--- config.mk ---
export PLATFORM = sky130hd
export DESIGN_NAME = nvdla_csb_master_flat
export DESIGN_NICKNAME = d
export VERILOG_FILES = /design/src/rtl/nvdla_csb_master_if.sv /design/src/rtl/nvdla_csb_master.sv /design/src/flat_wrapper.sv
export SDC_FILE = /design/constraint.sdc
export NUM_CORES = 1
export LEC_CHECK = 0
export ABC_AREA = 1
export CAP_MARGIN = 20
export CORE_MARGIN = 3
export CORE_UTILIZATION = 43
export DETAILED_ROUTE_END_ITERATION = 10
export GPL_ROUTABILITY_DRIVEN = 1
export PLACE_DENSITY_LB_ADDON = 0.3
export SETUP_SLACK_MARGIN = 0.5
export SLEW_MARGIN = 20
export SYNTH_ARGS = -nofsm -noshare
export SYNTH_HDL_FRONTEND = slang
export SYNTH_SLANG_ARGS = --single-unit
--- constraint.sdc ---
create_clock -name clk_i -period 1.8 [get_ports clk_i]
set_input_delay 0.36 -clock clk_i [delete_from_list [all_inputs] [get_ports clk_i]]
set_output_delay 0.36 -clock clk_i [all_outputs]
set_load 0.01 [all_outputs]
--- src/rtl/nvdla_csb_master_if.sv ---
// CSB request/response channel between the command master and the NVDLA csb2nvdla port.
interface nvdla_csb_master_if #(
  parameter int unsigned ADDR_WIDTH = 16,
  parameter int unsigned DATA_WIDTH = 32
);
  logic                  csb_valid;
  logic                  csb_ready;
  logic [ADDR_WIDTH-1:0] csb_addr;
  logic [DATA_WIDTH-1:0] csb_wdat;
  logic                  csb_write;
  logic                  csb_nposted;
  logic                  csb_rvalid;
  logic [DATA_WIDTH-1:0] csb_rdata;
  logic                  csb_wr_complete;

  modport master (
    output csb_valid, csb_addr, csb_wdat, csb_write, csb_nposted,
    input  csb_ready, csb_rvalid, csb_rdata, csb_wr_complete
  );

  modport slave (
    input  csb_valid, csb_addr, csb_wdat, csb_write, csb_nposted,
    output csb_ready, csb_rvalid, csb_rdata, csb_wr_complete
  );
endinterface

--- src/rtl/nvdla_csb_master.sv ---
// Single-command CSB master: issues one register access, collects the response,
// optionally waits for the NVDLA interrupt, then pulses done_o (with timeout_o on expiry).
module nvdla_csb_master #(
  parameter int unsigned ADDR_WIDTH     = 16,
  parameter int unsigned DATA_WIDTH     = 32,
  parameter int unsigned TIMEOUT_CYCLES = 4096
) (
  input  logic                  clk_i,
  input  logic                  rst_ni,
  input  logic                  clear_i,
  input  logic                  cmd_valid_i,
  output logic                  cmd_ready_o,
  input  logic [ADDR_WIDTH-1:0] cmd_addr_i,
  input  logic [DATA_WIDTH-1:0] cmd_wdat_i,
  input  logic                  cmd_write_i,
  input  logic                  cmd_wait_intr_i,
  output logic                  busy_o,
  output logic                  done_o,
  output logic                  timeout_o,
  output logic [DATA_WIDTH-1:0] rdata_o,
  nvdla_csb_master_if.master    csb,
  input  logic                  intr_i
);

  localparam bit          TimeoutEn = (TIMEOUT_CYCLES != 0);
  localparam int unsigned CntWidth  = TimeoutEn ? $clog2(TIMEOUT_CYCLES + 1) : 1;
  localparam logic [CntWidth-1:0] CntMax =
      CntWidth'(TimeoutEn ? TIMEOUT_CYCLES - 1 : 0);

  typedef enum logic [2:0] {StIdle, StReq, StWaitResp, StWaitIntr, StDone} state_e;

  state_e                state_q, state_d;
  logic [CntWidth-1:0]   cnt_q, cnt_d, cnt_inc;
  logic                  timeout_q, timeout_d;
  logic [ADDR_WIDTH-1:0] addr_q;
  logic [DATA_WIDTH-1:0] wdat_q;
  logic [DATA_WIDTH-1:0] rdata_q;
  logic                  write_q;
  logic                  wait_intr_q;

  logic accept;
  logic resp_window;
  logic resp_hit;
  logic expired;
  logic rd_done;

  assign accept      = (state_q == StIdle) && cmd_valid_i && !clear_i;
  // The REQ handshake cycle is already part of the response window.
  assign resp_window = ((state_q == StReq) && csb.csb_ready) || (state_q == StWaitResp);
  // Only the response matching the command kind counts.
  assign resp_hit    = write_q ? csb.csb_wr_complete : csb.csb_rvalid;
  assign expired     = TimeoutEn && (cnt_q == CntMax);
  assign rd_done     = resp_window && resp_hit && !write_q && !clear_i;
  assign cnt_inc     = (&cnt_q) ? cnt_q : cnt_q + CntWidth'(1);

  // State register plus counter and timeout flag.
  always_ff @(posedge clk_i or negedge rst_ni) begin
    if (!rst_ni) begin
      state_q   <= StIdle;
      cnt_q     <= '0;
      timeout_q <= 1'b0;
    end else begin
      state_q   <= state_d;
      cnt_q     <= cnt_d;
      timeout_q <= timeout_d;
    end
  end

  // Next-state logic; clear_i overrides everything.
  always_comb begin
    state_d   = state_q;
    cnt_d     = cnt_q;
    timeout_d = 1'b0;
    case (state_q)
      StIdle: begin
        if (cmd_valid_i) state_d = StReq;
      end
      StReq: begin
        if (csb.csb_ready) begin
          cnt_d = '0;
          if (resp_hit) state_d = wait_intr_q ? StWaitIntr : StDone;
          else          state_d = StWaitResp;
        end
      end
      StWaitResp: begin
        if (resp_hit) begin
          state_d = wait_intr_q ? StWaitIntr : StDone;
          cnt_d   = '0;
        end else if (expired) begin
          state_d   = StDone;
          timeout_d = 1'b1;
        end else if (TimeoutEn) begin
          cnt_d = cnt_inc;
        end
      end
      StWaitIntr: begin
        if (intr_i) begin
          state_d = StDone;
        end else if (expired) begin
          state_d   = StDone;
          timeout_d = 1'b1;
        end else if (TimeoutEn) begin
          cnt_d = cnt_inc;
        end
      end
      StDone:  state_d = StIdle;
      default: state_d = StIdle;
    endcase
    if (clear_i) begin
      state_d   = StIdle;
      cnt_d     = '0;
      timeout_d = 1'b0;
    end
  end

  // Command capture on accept; read data latched only on a successful read.
  always_ff @(posedge clk_i or negedge rst_ni) begin
    if (!rst_ni) begin
      addr_q      <= '0;
      wdat_q      <= '0;
      write_q     <= 1'b0;
      wait_intr_q <= 1'b0;
      rdata_q     <= '0;
    end else begin
      if (accept) begin
        addr_q      <= cmd_addr_i;
        wdat_q      <= cmd_wdat_i;
        write_q     <= cmd_write_i;
        wait_intr_q <= cmd_wait_intr_i;
      end
      if (rd_done) rdata_q <= csb.csb_rdata;
    end
  end

  // Outputs decoded from registered state only.
  always_comb begin
    cmd_ready_o     = (state_q == StIdle);
    busy_o          = (state_q != StIdle);
    done_o          = (state_q == StDone);
    timeout_o       = timeout_q;
    rdata_o         = rdata_q;
    csb.csb_valid   = (state_q == StReq);
    csb.csb_addr    = addr_q;
    csb.csb_wdat    = wdat_q;
    csb.csb_write   = write_q;
    csb.csb_nposted = write_q;
  end

endmodule

--- src/flat_wrapper.sv ---
// flat-port wrapper written by rule: the top's interface ports become plain ports
module nvdla_csb_master_flat 
#(
  parameter int unsigned ADDR_WIDTH     = 16,
  parameter int unsigned DATA_WIDTH     = 32,
  parameter int unsigned TIMEOUT_CYCLES = 4096
)
  (clk_i, rst_ni, clear_i, cmd_valid_i, cmd_ready_o, cmd_addr_i, cmd_wdat_i, cmd_write_i, cmd_wait_intr_i, busy_o, done_o, timeout_o, rdata_o, intr_i, csb_csb_valid, csb_csb_addr, csb_csb_wdat, csb_csb_write, csb_csb_nposted, csb_csb_ready, csb_csb_rvalid, csb_csb_rdata, csb_csb_wr_complete);
  nvdla_csb_master_if #(.ADDR_WIDTH(ADDR_WIDTH), .DATA_WIDTH(DATA_WIDTH)) csb_i ();
  input  logic clk_i;
  input  logic rst_ni;
  input  logic clear_i;
  input  logic cmd_valid_i;
  output logic cmd_ready_o;
  input  logic [ADDR_WIDTH-1:0] cmd_addr_i;
  input  logic [DATA_WIDTH-1:0] cmd_wdat_i;
  input  logic cmd_write_i;
  input  logic cmd_wait_intr_i;
  output logic busy_o;
  output logic done_o;
  output logic timeout_o;
  output logic [DATA_WIDTH-1:0] rdata_o;
  input  logic intr_i;
  output wire logic [$bits(csb_i.csb_valid)-1:0] csb_csb_valid;
  output wire logic [$bits(csb_i.csb_addr)-1:0] csb_csb_addr;
  output wire logic [$bits(csb_i.csb_wdat)-1:0] csb_csb_wdat;
  output wire logic [$bits(csb_i.csb_write)-1:0] csb_csb_write;
  output wire logic [$bits(csb_i.csb_nposted)-1:0] csb_csb_nposted;
  input wire logic [$bits(csb_i.csb_ready)-1:0] csb_csb_ready;
  input wire logic [$bits(csb_i.csb_rvalid)-1:0] csb_csb_rvalid;
  input wire logic [$bits(csb_i.csb_rdata)-1:0] csb_csb_rdata;
  input wire logic [$bits(csb_i.csb_wr_complete)-1:0] csb_csb_wr_complete;
  assign csb_csb_valid = csb_i.csb_valid;
  assign csb_csb_addr = csb_i.csb_addr;
  assign csb_csb_wdat = csb_i.csb_wdat;
  assign csb_csb_write = csb_i.csb_write;
  assign csb_csb_nposted = csb_i.csb_nposted;
  assign csb_i.csb_ready = csb_csb_ready;
  assign csb_i.csb_rvalid = csb_csb_rvalid;
  assign csb_i.csb_rdata = csb_csb_rdata;
  assign csb_i.csb_wr_complete = csb_csb_wr_complete;
  nvdla_csb_master #(.ADDR_WIDTH(ADDR_WIDTH), .DATA_WIDTH(DATA_WIDTH), .TIMEOUT_CYCLES(TIMEOUT_CYCLES)) u_core (.clk_i(clk_i), .rst_ni(rst_ni), .clear_i(clear_i), .cmd_valid_i(cmd_valid_i), .cmd_ready_o(cmd_ready_o), .cmd_addr_i(cmd_addr_i), .cmd_wdat_i(cmd_wdat_i), .cmd_write_i(cmd_write_i), .cmd_wait_intr_i(cmd_wait_intr_i), .busy_o(busy_o), .done_o(done_o), .timeout_o(timeout_o), .rdata_o(rdata_o), .csb(csb_i), .intr_i(intr_i));
endmodule
==> metrics.yaml <==
pwr:
  max-vdd-ir-drop_uv: 823
  p_leak_uw: 0.00371
  power_density_mw_per_mm2: 1470
timing:
  skew_ns: 0.00942
  hold_viol: 0
  min_period_ns: 1.71
  worstMarginPinSlew_ns: 0.379
  rsz0062_at_grt: "yes"
  slew_headroom_pct: 74.8
  setup_violations: 0
  finalWorstSetupSlack_ns: 0.0923
  max_freq_mhz: 586
  slew_violations: 0
  period_share_pct: 94.9
floorplan:
  row_count: 35
  die_height_um: 106
  pin_count: 177
  die-area_sq_mm: 0.0113
  die_w_um: 106
  coreArea_sq_mm: 0.00950
  initial_core_util_pct: 45.3
cells_and_area:
  layout-drive-gt1-share_pct: 53.9
  fin_util_pct: 78.3
  syn_to_final_growth_pct: 72.8
  finish.instance_area_sq_mm: 0.00744
  layout.nets: 735
  n_fill_cell: 589
  n_antenna_cell: 0
critical_path:
  cp_max_fo: 6
  slowest_stage: "dfrtp_1"
  cp.required_ns: 2.05
  cpPeakStageDelay_ns: 0.41
  crit_top_cell: "buf_12"
  worstPathCellList: "inv_2 > buf_6 > nand2_4 > nor2_4 > o21ai_4 > buf_12 > buf_12 > buf_16 > mux2_4"
  critPathKind: "reg2reg"
  worstSetupStartpointType: "flop"
  crit_arrival_ns: 1.96
  crit_path_end_kind: "flop"
placement:
  dp_hpwl_um: 8480
  routabilityCongestion: 0.872
  io_buffers: 176
  place_area_sq_mm: 0.00639
  dp_slack_ns: -0.115
grt:
  grt_pass1_wl_um: 20300
  antenna_found_initial: 0
  track_usage_pct: 23.3
  grt_pass1_vias: 3932
  overflow: 0
  grt_max_degree: 50
routing:
  wirelength_um: 13400
  routedWlPerCell_um: 17.3
  final_antenna_net_count: 0
  drc: 0
  drt_iter0_drc: 256
  drtPass1Iterations: 5
  vias_per_cell: 4.88
  vias: 3797
yosys:
  synth_top_area_share_pct: 57.5
  synth_top_area_cell: "dfrtp_1"
  synth_edf_count: 0
  yosys_warnings: 0
  synth.most_common_cell: "dfrtp_1"
  synth-seq-cells: 99
  synth.area.top_cells: "dfrtp_1, mux2_2, mux2_4, nand2_1, nor2_1"
  ys_seq_area_share_pct: 57.5
  syn_inst: 356
  syn_area_sq_mm: 0.00431
  synth_ff_type: "dfrtp_1"
  async_flop_share_pct: 100
  yosysUniqueCellTypes: 25
  syn_nets: 447
  synth_area_per_cell_sq_um: 12.1
  synthTopCellsByCount: "dfrtp_1, mux2_2, nand2_1"
cts:
  cts_max_path_buffers: 2
  root_buffer: "clkbuf_8"
  cts_tree: "built"
  cts.sinks: 99
  clkTransAtPathRegs_ns: 0.10
  htreeDepth: 3
  cts_buffers: 9
  worstSkewPairLatency_ns: 0.37
hold_path:
  hold_path.class: "in2async"
run:
  max_cap_viol_count: 0
status:
  status: "finished clean"
==> stage by stage <==
stage          power [uW]  TNS, ns  instances  hold slack, ns
2_1_floorplan        5740        0        356          0.0644
3_3_place_gp         8320    -4.46        669           0.307
3_5_place_dp         8500    -6.06        669           0.307
4_1_cts             10100        0        754           0.438
5_1_grt             11600        0        778           0.472
6_report            11000        0        778           0.443
==> worst max-delay path, delay by kind of cell, from the launching register on <==
kind                   cells  cell delay, ns
AO/OA/AOI/OAI              1            0.09
multiplexers               1            0.29
AND/OR/NAND/NOR            2            0.17
buffers and inverters      5            0.64
flip-flops                 1            0.41
==> power by group <==
part | internal [uW] | switching, uW | leakage [uW]
sequential | 3150 | 522 | 0.00123
combinational | 3530 | 2430 | 0.00239
clock | 541 | 789 | 0.0000924
==> repair_timing <==
action                     in CTS  in global routing
gates resized for setup       425                 44
setup buffers                  64                 23
hold buffers                    1                  0
pin swaps                      27                  3
hold endpoints to repair       25                  0
setup endpoints to repair     184                161
cloned                          4                  1
==> cells by family after synthesis <==
group,count (synthesis),synth area share [%]
compound gates,13,1.83
xor+xnor,2,0.407
fa+ha+maj,1,0.290
buf+inv,45,4.68
flops,99,57.5
mux,80,23.5
simple gates,116,11.7
==> layout make-up <==
cell class	count	area, sq um	share of cell area [%]
Tap cell	129	161	2.17
Clock buffer	10	138	1.85
Inverter	36	140	1.88
Multi-Input combinational cell	212	1870	25.2
Sequential cell	99	2480	33.3
Clock inverter	6	40.0	0.538
Timing Repair Buffer	286	2610	35.1
==> final timing paths <==
kind	cells after the start	to	start	slack (ns)
setup / recovery	9	u_core.rdata_o[31]	u_core.state_q[2]	0.09
min in group clk_i	1	u_core.csb.csb_wdat[24]	u_core.csb.csb_wdat[24]	0.51
max in group asynchronous	3	u_core.csb.csb_addr[3]	rst_ni	0.78
hold reg to reg	1	u_core.csb.csb_wdat[24]	u_core.csb.csb_wdat[24]	0.51
setup reg to reg	9	u_core.rdata_o[31]	u_core.state_q[2]	0.09
hold / removal	2	u_core.timeout_o	rst_ni	0.44
==> layout by cell type, fill, tap and decap left out, drive strengths merged <==
cell type      netlist  routed
a211oi               1       1
dfrtp               99      99
clkinvlp             0       1
nor3                 4       4
inv                 36      37
clkdlybuf4s50        0      87
o21ai                9       9
nor2                41      41
and3                 1       1
nand4                6       6
clkbuf               0      11
clkinv               0       4
dlygate4sd3          0       1
a21oi                3       3
xnor2                1       1
nand3               18      18
nand2               46      46
ha                   1       1
dlygate4sd2          0       1
mux2                80      80
xor2                 1       1
buf                  9     196
==> registers in the layout, indices dropped and copies added, names as in the netlist <==
signal / count
u_core.cnt_q: 13
u_core.csb.csb_addr: 16
u_core.csb.csb_nposted: 1
u_core.csb.csb_wdat: 32
u_core.rdata_o: 32
u_core.state_q: 3
u_core.timeout_o: 1
u_core.wait_intr_q: 1
==> routing by layer <==
metal	global-route usage [%]	routed length, um	part of all wire, %
met1	26.4	5150	38
met2	42.1	7060	53
met3	6.56	897	6.7
met5	0	0	0
met4	7.77	336	2.5
(Power assumes the default switching activity.)
